File: src/rtl/clk_div_bank.sv
// Bank of N_CH programmable clock-enable dividers with glitch-free shadowed
// reconfiguration, a global phase-sync restart and a config-settled lock flag.
module clk_div_bank #(
  parameter int N_CH        = 8,
  parameter int DIV_W       = 16,
  parameter int DEF_DIV     = 10,
  parameter int LOCK_CYCLES = 16
) (
  input  logic             refclk,
  input  logic             rst_n,
  input  logic             cfg_wr,
  input  logic [3:0]       cfg_ch,
  input  logic [DIV_W-1:0] cfg_div,
  input  logic [DIV_W-1:0] cfg_phase,
  input  logic             sync_i,
  output logic [N_CH-1:0]  tick_o,
  output logic [N_CH-1:0]  clk_o,
  output logic [N_CH-1:0]  pending_o,
  output logic             cfg_err,
  output logic             locked
);

  localparam int LCW = $clog2(LOCK_CYCLES + 1);
  localparam logic [DIV_W-1:0] ZERO_V    = {DIV_W{1'b0}};
  localparam logic [DIV_W-1:0] ONE_V     = DIV_W'(1);
  localparam logic [DIV_W-1:0] DEF_DIV_V = DIV_W'(DEF_DIV);
  localparam logic [LCW-1:0]   LOCK_V    = LCW'(LOCK_CYCLES);
  localparam logic [LCW-1:0]   LCNT_ONE  = LCW'(1);

  // Start value for a freshly applied ratio; never lets cnt exceed div-1.
  function automatic logic [DIV_W-1:0] clamp_phase(input logic [DIV_W-1:0] phase,
                                                   input logic [DIV_W-1:0] div);
    if (div == ZERO_V)     return ZERO_V;
    else if (phase >= div) return div - ONE_V;
    else                   return phase;
  endfunction

  function automatic logic tick_level(input logic [DIV_W-1:0] cnt,
                                      input logic [DIV_W-1:0] div);
    return (div != ZERO_V) && (cnt == div - ONE_V);
  endfunction

  // High for the first ceil(div/2) counts; extra bit avoids overflow at max div.
  function automatic logic clk_level(input logic [DIV_W-1:0] cnt,
                                     input logic [DIV_W-1:0] div);
    logic [DIV_W:0] half;
    half = ({1'b0, div} + {{DIV_W{1'b0}}, 1'b1}) >> 1;
    return (div != ZERO_V) && ({1'b0, cnt} < half);
  endfunction

  logic            cfg_valid_s;
  logic [N_CH-1:0] apply_vec_s;
  logic [LCW-1:0]  lock_cnt_r;
  logic [LCW-1:0]  lock_cnt_s;
  logic            cfg_err_r;
  logic            locked_r;

  assign cfg_valid_s = ({1'b0, cfg_ch} < 5'(N_CH));

  for (genvar gi = 0; gi < N_CH; gi++) begin : g_ch
    localparam logic [3:0] CH_IDX = 4'(gi);

    logic [DIV_W-1:0] div_r, phase_r, cnt_r, sh_div_r, sh_phase_r;
    logic [DIV_W-1:0] div_s, phase_s, cnt_s, sh_div_s, sh_phase_s;
    logic             pend_r, tick_r, clk_r;
    logic             pend_s, wr_hit_s, at_end_s, apply_s;

    assign wr_hit_s = cfg_wr && cfg_valid_s && (cfg_ch == CH_IDX);

    // Channel next state: natural count, period-end apply, or sync apply.
    always_comb begin
      at_end_s = (div_r <= ONE_V) || (cnt_r == div_r - ONE_V);
      apply_s  = sync_i || (pend_r && at_end_s);
      div_s    = div_r;
      phase_s  = phase_r;
      if (sync_i) begin
        if (wr_hit_s) begin
          div_s   = cfg_div;
          phase_s = cfg_phase;
        end else if (pend_r) begin
          div_s   = sh_div_r;
          phase_s = sh_phase_r;
        end else begin
          div_s   = div_r;
          phase_s = phase_r;
        end
      end else if (apply_s) begin
        div_s   = sh_div_r;
        phase_s = sh_phase_r;
      end else begin
        div_s   = div_r;
        phase_s = phase_r;
      end

      if (apply_s)       cnt_s = clamp_phase(phase_s, div_s);
      else if (at_end_s) cnt_s = ZERO_V;
      else               cnt_s = cnt_r + ONE_V;

      if (sync_i)        pend_s = 1'b0;
      else if (wr_hit_s) pend_s = 1'b1;
      else if (apply_s)  pend_s = 1'b0;
      else               pend_s = pend_r;

      if (wr_hit_s) begin
        sh_div_s   = cfg_div;
        sh_phase_s = cfg_phase;
      end else begin
        sh_div_s   = sh_div_r;
        sh_phase_s = sh_phase_r;
      end
    end

    // Channel registers; outputs derive from the same next state so they track cnt.
    always_ff @(posedge refclk) begin
      if (!rst_n) begin
        div_r      <= DEF_DIV_V;
        phase_r    <= ZERO_V;
        cnt_r      <= ZERO_V;
        sh_div_r   <= ZERO_V;
        sh_phase_r <= ZERO_V;
        pend_r     <= 1'b0;
        tick_r     <= 1'b0;
        clk_r      <= 1'b0;
      end else begin
        div_r      <= div_s;
        phase_r    <= phase_s;
        cnt_r      <= cnt_s;
        sh_div_r   <= sh_div_s;
        sh_phase_r <= sh_phase_s;
        pend_r     <= pend_s;
        tick_r     <= tick_level(cnt_s, div_s);
        clk_r      <= clk_level(cnt_s, div_s);
      end
    end

    assign tick_o[gi]      = tick_r;
    assign clk_o[gi]       = clk_r;
    assign pending_o[gi]   = pend_r;
    assign apply_vec_s[gi] = apply_s;
  end

  // Settle counter: restarts on any apply, counts while nothing is pending.
  always_comb begin
    if (|apply_vec_s)
      lock_cnt_s = {LCW{1'b0}};
    else if ((pending_o == {N_CH{1'b0}}) && (lock_cnt_r < LOCK_V))
      lock_cnt_s = lock_cnt_r + LCNT_ONE;
    else
      lock_cnt_s = lock_cnt_r;
  end

  // Lock flag and bad-channel error pulse.
  always_ff @(posedge refclk) begin
    if (!rst_n) begin
      lock_cnt_r <= {LCW{1'b0}};
      locked_r   <= 1'b0;
      cfg_err_r  <= 1'b0;
    end else begin
      lock_cnt_r <= lock_cnt_s;
      locked_r   <= (lock_cnt_s == LOCK_V);
      cfg_err_r  <= cfg_wr && !cfg_valid_s;
    end
  end

  assign locked  = locked_r;
  assign cfg_err = cfg_err_r;

endmodule

File: config.mk
export PLATFORM = sky130hd
export DESIGN_NAME = clk_div_bank
export DESIGN_NICKNAME = d
export VERILOG_FILES = /design/src/rtl/clk_div_bank.sv
export SDC_FILE = /design/constraint.sdc
export NUM_CORES = 2
export LEC_CHECK = 0
export CORE_MARGIN = 5
export CORE_UTILIZATION = 31
export DETAILED_ROUTE_END_ITERATION = 7
export DONT_BUFFER_PORTS = 1
export REMOVE_ABC_BUFFERS = 1
export SETUP_SLACK_MARGIN = 0.4
export SYNTH_ARGS = -nofsm -noshare
export SYNTH_HDL_FRONTEND = slang
export SYNTH_SLANG_ARGS = --single-unit
File: constraint.sdc
create_clock -name refclk -period 8.6 [get_ports refclk]
set_input_delay 0.86 -clock refclk [delete_from_list [all_inputs] [get_ports refclk]]
set_output_delay 0.86 -clock refclk [all_outputs]
set_load 0.005 [all_outputs]
== Word-level counts from Yosys, hierarchy flattened ==
Index checks and enable logic that the tools add are counted.

* Output and inout bits: 26
* Register bits after elaboration: 671
* Logic and storage cells: 345
* Bits of input ports: 40

* Bitwise gates (word level): 1
* Multiplexer cells: 114
* $lt $le $gt $ge: 26
* Eq/ne operators: 24
* Reductions and logical operators: 80
* Add/subtract/negate cells: 33

{| class="wikitable"
|+ Operator list
! kind !! number
|-
| two-way mux 16 bit || 96
|-
| == test 16 bit || 16
|-
| subtractor 16 x 1 -> 16 bit (second input constant) || 16
|-
| adder 16 x 1 -> 17 bit (second input constant) || 8
|-
| adder 16 x 1 -> 16 bit (second input constant) || 8
|-
| >= comparator 16 bit || 8
|-
| <= comparator 16 x 1 -> 1 bit (second input constant) || 8
|-
| logical NOT 16 bit || 8
|-
| less-than comparator 16 bit || 8
|-
| nonzero test 16 bit || 8
|-
| logical AND 1 bit || 35
|-
| == test 4 x 3 -> 1 bit (second input constant) || 4
|-
| logical OR 1 bit || 16
|-
| two-way mux 1 bit || 16
|-
| nonzero test 2 bit || 8
|-
| two-way mux 5 bit || 2
|-
| == test 4 x 2 -> 1 bit (second input constant) || 2
|-
| logical NOT 8 bit || 1
|-
| OR reduction 8 bit || 1
|-
| adder 5 x 1 -> 5 bit (second input constant) || 1
|-
| == test 5 bit (second input constant) || 1
|-
| less-than comparator 5 bit (second input constant) || 1
|-
| == test 4 x 1 -> 1 bit (second input constant) || 1
|-
| logical NOT 4 bit || 1
|-
| 4 further kinds || 4
|}

== Depth between registers and ports, before layout ==
* Word-level depth: 13
* Depth in mapped cells: 40

== Least setup slack after synthesis ==
OpenSTA, ideal clock, no wires.

* Path kind: input-to-reg
* From: input sync_i
* To: register g_ch[0].clk_r
* Stages: 34
* Setup slack: 0.751 ns
* Path buffers: 12
* Library setup time: 0.091 ns
* Data required time: 8.509 ns
* Arrival: 7.758 ns
* Cell sequence: clkbuf_1 -> clkbuf_1 -> buf_1 -> clkbuf_1 -> clkbuf_1 -> clkbuf_1 -> clkbuf_1 -> clkbuf_1 -> clkbuf_1 -> clkbuf_1 -> nand2_1 -> o21ai_0 -> ha_1 -> a21o_1 -> a21oi_1 -> nor2b_1 -> a2111oi_0 -> o311a_1 -> clkbuf_1 -> clkbuf_1 -> nand2b_1 -> o211ai_1 -> nand2_1 -> ha_1 -> a21o_1 -> a21oi_1 -> nor2b_1 -> o21ai_0 -> nand2b_1 -> a21oi_1 -> nor2b_1 -> o21ai_0 -> nand2_1 -> a311oi_1

* Longest elaborated chain between the ends: 9
* Elaborated cells on any way between the ends: 15
* Classes of those cells: add/sub: 2; order compare: 2; mux: 7; reduce/logical: 4

{| class="wikitable"
|+ Ends and longest elaborated chain
! element !! line !! text
|-
| from (decl) || 15 || <nowiki>input logic sync_i,</nowiki>
|-
| logical OR 1 bit || 73 || <nowiki>apply_s = sync_i || (pend_r && at_end_s);</nowiki>
|-
| two-way mux 16 bit || 87 || <nowiki>end else if (apply_s) begin</nowiki>
|-
| two-way mux 16 bit * || 76 || <nowiki>if (sync_i) begin</nowiki>
|-
| named net g_ch[0].phase_s[13] || 64 || <nowiki>logic [DIV_W-1:0] div_s, phase_s, cnt_s, sh_div_s, sh_phase_s;</nowiki>
|-
| >= comparator 16 bit * || 34 || <nowiki>else if (phase >= div) return div - ONE_V;</nowiki>
|-
| two-way mux 16 bit * || 34 ||
|-
| two-way mux 16 bit * || 33 || <nowiki>if (div == ZERO_V) return ZERO_V;</nowiki>
|-
| two-way mux 16 bit * || 95 || <nowiki>if (apply_s) cnt_s = clamp_phase(phase_s, div_s);</nowiki>
|-
| named net g_ch[0].cnt_s[9] || 64 ||
|-
| less-than comparator 16 bit * || 48 || <nowiki>return (div != ZERO_V) && ({1'b0, cnt} < half);</nowiki>
|-
| logical AND 1 bit * || 48 ||
|-
| to (signal assigned) || 132 || <nowiki>clk_r <= clk_level(cnt_s, div_s);</nowiki>
|-
| to (decl) || 65 || <nowiki>logic pend_r, tick_r, clk_r;</nowiki>
|}

The timed path passes the listed nets; every way through them passes the cells marked *.
A chain may end at the register's enable or synchronous reset.

== Worst setup path after layout ==
* From: register g_ch[3].div_r[0]
* To: register g_ch[3].clk_r

* Longest elaborated chain between the ends: 13
* Elaborated cells on any way between the ends: 23
* Classes of those cells: add/sub: 3; order compare: 3; eq/ne: 1; mux: 10; reduce/logical: 6

{| class="wikitable"
|+ Ends and longest elaborated chain
! element !! line !! text
|-
| from (decl) || 63 || <nowiki>logic [DIV_W-1:0] div_r, phase_r, cnt_r, sh_div_r, sh_phase_r;</nowiki>
|-
| from (signal assigned) || 125 || <nowiki>div_r <= div_s;</nowiki>
|-
| subtractor 16 x 1 -> 16 bit || 72 || <nowiki>at_end_s = (div_r <= ONE_V) || (cnt_r == div_r - ONE_V);</nowiki>
|-
| == test 16 bit || 72 ||
|-
| logical OR 1 bit || 72 ||
|-
| logical AND 1 bit || 73 ||
|-
| logical OR 1 bit || 73 ||
|-
| two-way mux 16 bit || 87 ||
|-
| two-way mux 16 bit || 76 ||
|-
| subtractor 16 x 1 -> 16 bit / >= comparator 16 bit (equally long branches) || 34 ||
|-
| two-way mux 16 bit || 34 ||
|-
| two-way mux 16 bit || 33 ||
|-
| two-way mux 16 bit * || 95 ||
|-
| named net g_ch[3].cnt_s[5] || 64 ||
|-
| less-than comparator 16 bit * || 48 ||
|-
| logical AND 1 bit * || 48 ||
|-
| to (signal assigned) || 132 ||
|-
| to (decl) || 65 ||
|}

Marks and branches as above.

==> key figures <==
Yosys
  • Post-synthesis cell count: roughly 7400
  • Netlist Area Pre-Place: around 54000 um^2
  • Syn avg cell area: roughly 7.4 um^2
  • Async SR Flop Fraction: 0%
  • Yosys reg bits: around 670
  • Synth area leader: dfxtp_1
  • Yosys warns: 0
  • Number of synthesized flops with an enable pin: 0
  • Primary FF master, synth: dfxtp_1
  • Sequential-to-total area share from yosys stat: 24.7%
  • Area contributors post-synth: dfxtp_1 (25%), nand2_1 (7.4%), ha_1 (6.5%)
  • Synth top area share: about a quarter
  • Synth unique cells: 114

Floorplan
  • DIE HEIGHT: 429 um
  • Top Ports: 66
  • Initial Utilization: ~31%
  • Die Area: 184000 um^2
  • Die Width: around 430 um
  • Core ar.: about 170000 um^2
  • Cell Rows: 153

Worst setup path
  • CP arrival: between 8 and 9 ns
  • FF-to-FF Start: g_ch[3].div_r[0]
  • Peak fanout along the critical path: 19
  • Most used cell, CP: a21o_1
  • Flop2flop setup slack: between 0.8 and 0.9 ns
  • WS Path Type: reg -> reg
  • CP endpoint kind: flop
  • Max stage delay on crit path: ~0.47 ns
  • Crit path required time: slightly above 9 ns
  • R2R depth: 30
  • Worst reg2reg path endpoint: g_ch[3].clk_r
  • Critical path's slowest cell: nor2_1
  • Crit start category: flop

Drt
  • Via count: 56711
  • DR pass1 iterations: 7
  • Final ANT Viol Nets: 0
  • DRT iter0 DRCs: between 6000 and 7000
  • Routed WL: 226000 um
  • Average wire per standard cell: 23.5 um
  • DR vias/cell: 5.88
  • Residual DRC count: 0

Placement
  • RD Place Congestion: around 0.99
  • Post-DP Area: 57400 um^2
  • Port bufs: 0
  • DP HPWL: 161000 um
  • Placement Setup Slack: 0.535 ns

Finish
  • Layout cells sized above 1: 7.97%
  • Final nets: ~7600
  • Finished Cell Area: 60400 um^2
  • Fill cells: approximately 18000
  • Most frequent cells in the layout: nand2_1 (1073), dfxtp_1 (665), nor2_1 (654)
  • Area occupied by registers: 13400 um^2
  • Multi-input gate area: just under 40000 um^2
  • Most common cell after layout, fill and taps aside: nand2_1
  • Area Overhead vs Synth: 11.0%

Timing
  • Max Fclk: ~0.13 GHz
  • Hold slack: 0.278 ns
  • Rel. slew slack: between 10% and 20%
  • Final Worst Setup Slack: roughly 0.81 ns
  • Final hold violations: 0
  • Actual slew at the worst max-slew pin: about 1.3 ns
  • Min Tclk post-route: around 8 ns
  • Final period util: between 90% and 100%
  • Final slew viol count: 0
  • Final setup fails: 0
  • Unrepaired setup endpoints after global routing: true
  • Worst Skew: 0.0248 ns

CTS
  • Num CTS Buffers: between 80 and 90
  • Clock Latency Late Sink: roughly 0.72 ns
  • Post-CTS resize count: 0
  • CTS Hold Bufs: 0
  • Max clock buf depth: 3
  • Postcts setup bufs: 0
  • CTS tree: done
  • Clk slew on worst S/H paths: 0.06 ns
  • Root buf cell: clkbuf_16
  • H-tree depth: 3
  • Clock sink count: roughly 670

GRT
  • First-pass GRT wire length: approximately 340000 um
  • Total grt overflow: 0
  • GRT Total Usage: between 20% and 30%
  • Antenna violations before repair: 17
  • Largest net degree at the start of global routing: 429
  • Vias in the first global route: about 53000

Pwr
  • Worst VDD drop: around 0.00013 V
  • Pwr/cell area: ~140 nW/um^2
  • P_leak: approximately 0.023 uW

Job
  • Total of max-cap violations: 0

Hold path
  • Worst hold path cell count: 2
  • Hold path startpoint: cfg_div[1]
  • Hold EP: g_ch[2].sh_div_r[1]
  • Hold Path Class: in -> reg

Status
  • Status: completed
## flip-flops by register name, indices dropped and copies added (netlist names)
| signal | cells |
|---|---|
| cfg_err | 1 |
| g_ch.sh_div_r | 128 |
| locked | 1 |
| lock_cnt_r | 5 |
| g_ch.phase_r | 128 |
| g_ch.cnt_r | 128 |
| g_ch.pend_r | 8 |
| g_ch.tick_r | 8 |
| g_ch.div_r | 128 |
| g_ch.clk_r | 8 |
| g_ch.sh_phase_r | 128 |
## area by class of cell
| class | count | share of cell area, % |
|---|---|---|
| Clock inverter | 46 | 0.934 |
| Multi-Input combinational cell | 6036 | 63.7 |
| Antenna cell | 1 | 0.00414 |
| Inverter | 209 | 1.31 |
| Clock buffer | 115 | 4.02 |
| Timing Repair Buffer | 239 | 2.99 |
| Tap cell | 2325 | 4.81 |
| Sequential cell | 671 | 22.2 |
## how the worst max path moves through the flow
stage                         end  cells past startpoint             start  slack [ns]
floorplan           g_ch[1].clk_r                     29         cfg_ch[3]       -0.76
global route        g_ch[4].clk_r                     33  g_ch[4].div_r[0]        0.33
detailed placement  g_ch[3].clk_r                     30  g_ch[3].div_r[6]        0.54
CTS                 g_ch[3].clk_r                     30  g_ch[3].div_r[6]        0.52
finish              g_ch[3].clk_r                     30  g_ch[3].div_r[0]        0.81
global placement    g_ch[4].clk_r                     28  g_ch[4].div_r[0]        0.73
## stage by stage
stage | util (%) | cells | setup TNS, ns | total power, uW
after floorplan | - | 6916 | -1.14 | 4380
after detailed placement | 32.9 | 9480 | 0 | 4880
after CTS | 34.6 | 9641 | 0 | 8790
after global placement | 32.9 | 9480 | 0 | 4870
final | 34.7 | 9642 | 0 | 8750
after global routing | 34.7 | 9641 | 0 | 9090
## kinds of logic after synthesis
group,Yosys count,synth area share (%)
xor gates and xnor gates,473,7.61
AOI/OAI and AO/OA,1935,23.5
buffers and inverters,695,5.07
DFF,671,24.7
muxes,312,5.78
adders and majority gates,288,6.60
and+or+nand+nor,3028,26.7
## layer usage
| layer | global-route usage (%) | vias to the layer above | routed length (um) |
|---|---|---|---|
| li1 | - | 26379 | - |
| met1 | 30.9 | 27426 | 97100 |
| met2 | 37.0 | 2399 | 101000 |
| met3 | 4.17 | 503 | 17900 |
| met4 | 9.31 | 4 | 10200 |
| met5 | 0 | - | 27 |
## report_power, final
group	leakage, uW	switching, uW	internal, uW
sequential	0.00543	113	3190
clock	0.00145	1620	2280
combinational	0.0159	950	598
total	0.0228	2680	6070
## synth_stat cells (148+ instances only)
master and n:
nand2_1 1075, dfxtp_1 671, nor2_1 664, a21oi_1 518
o21ai_0 412, clkbuf_1 390, xnor2_1 303, mux2i_1 293
ha_1 285, and2_1 230, inv_1 194, nand3_1 191
nor3_1 182, xor2_1 170, o22ai_1 148
## worst max-delay path: cells and delay by family, from the launching register on
| kind | cells | cell delay [ns] |
|---|---|---|
| compound gates | 19 | 4.26 |
| simple gates | 6 | 1.71 |
| fa+ha+maj | 2 | 0.73 |
| buf+inv | 3 | 0.63 |
| flops | 1 | 0.37 |
Note: power is estimated with default switching activity, not from simulation.
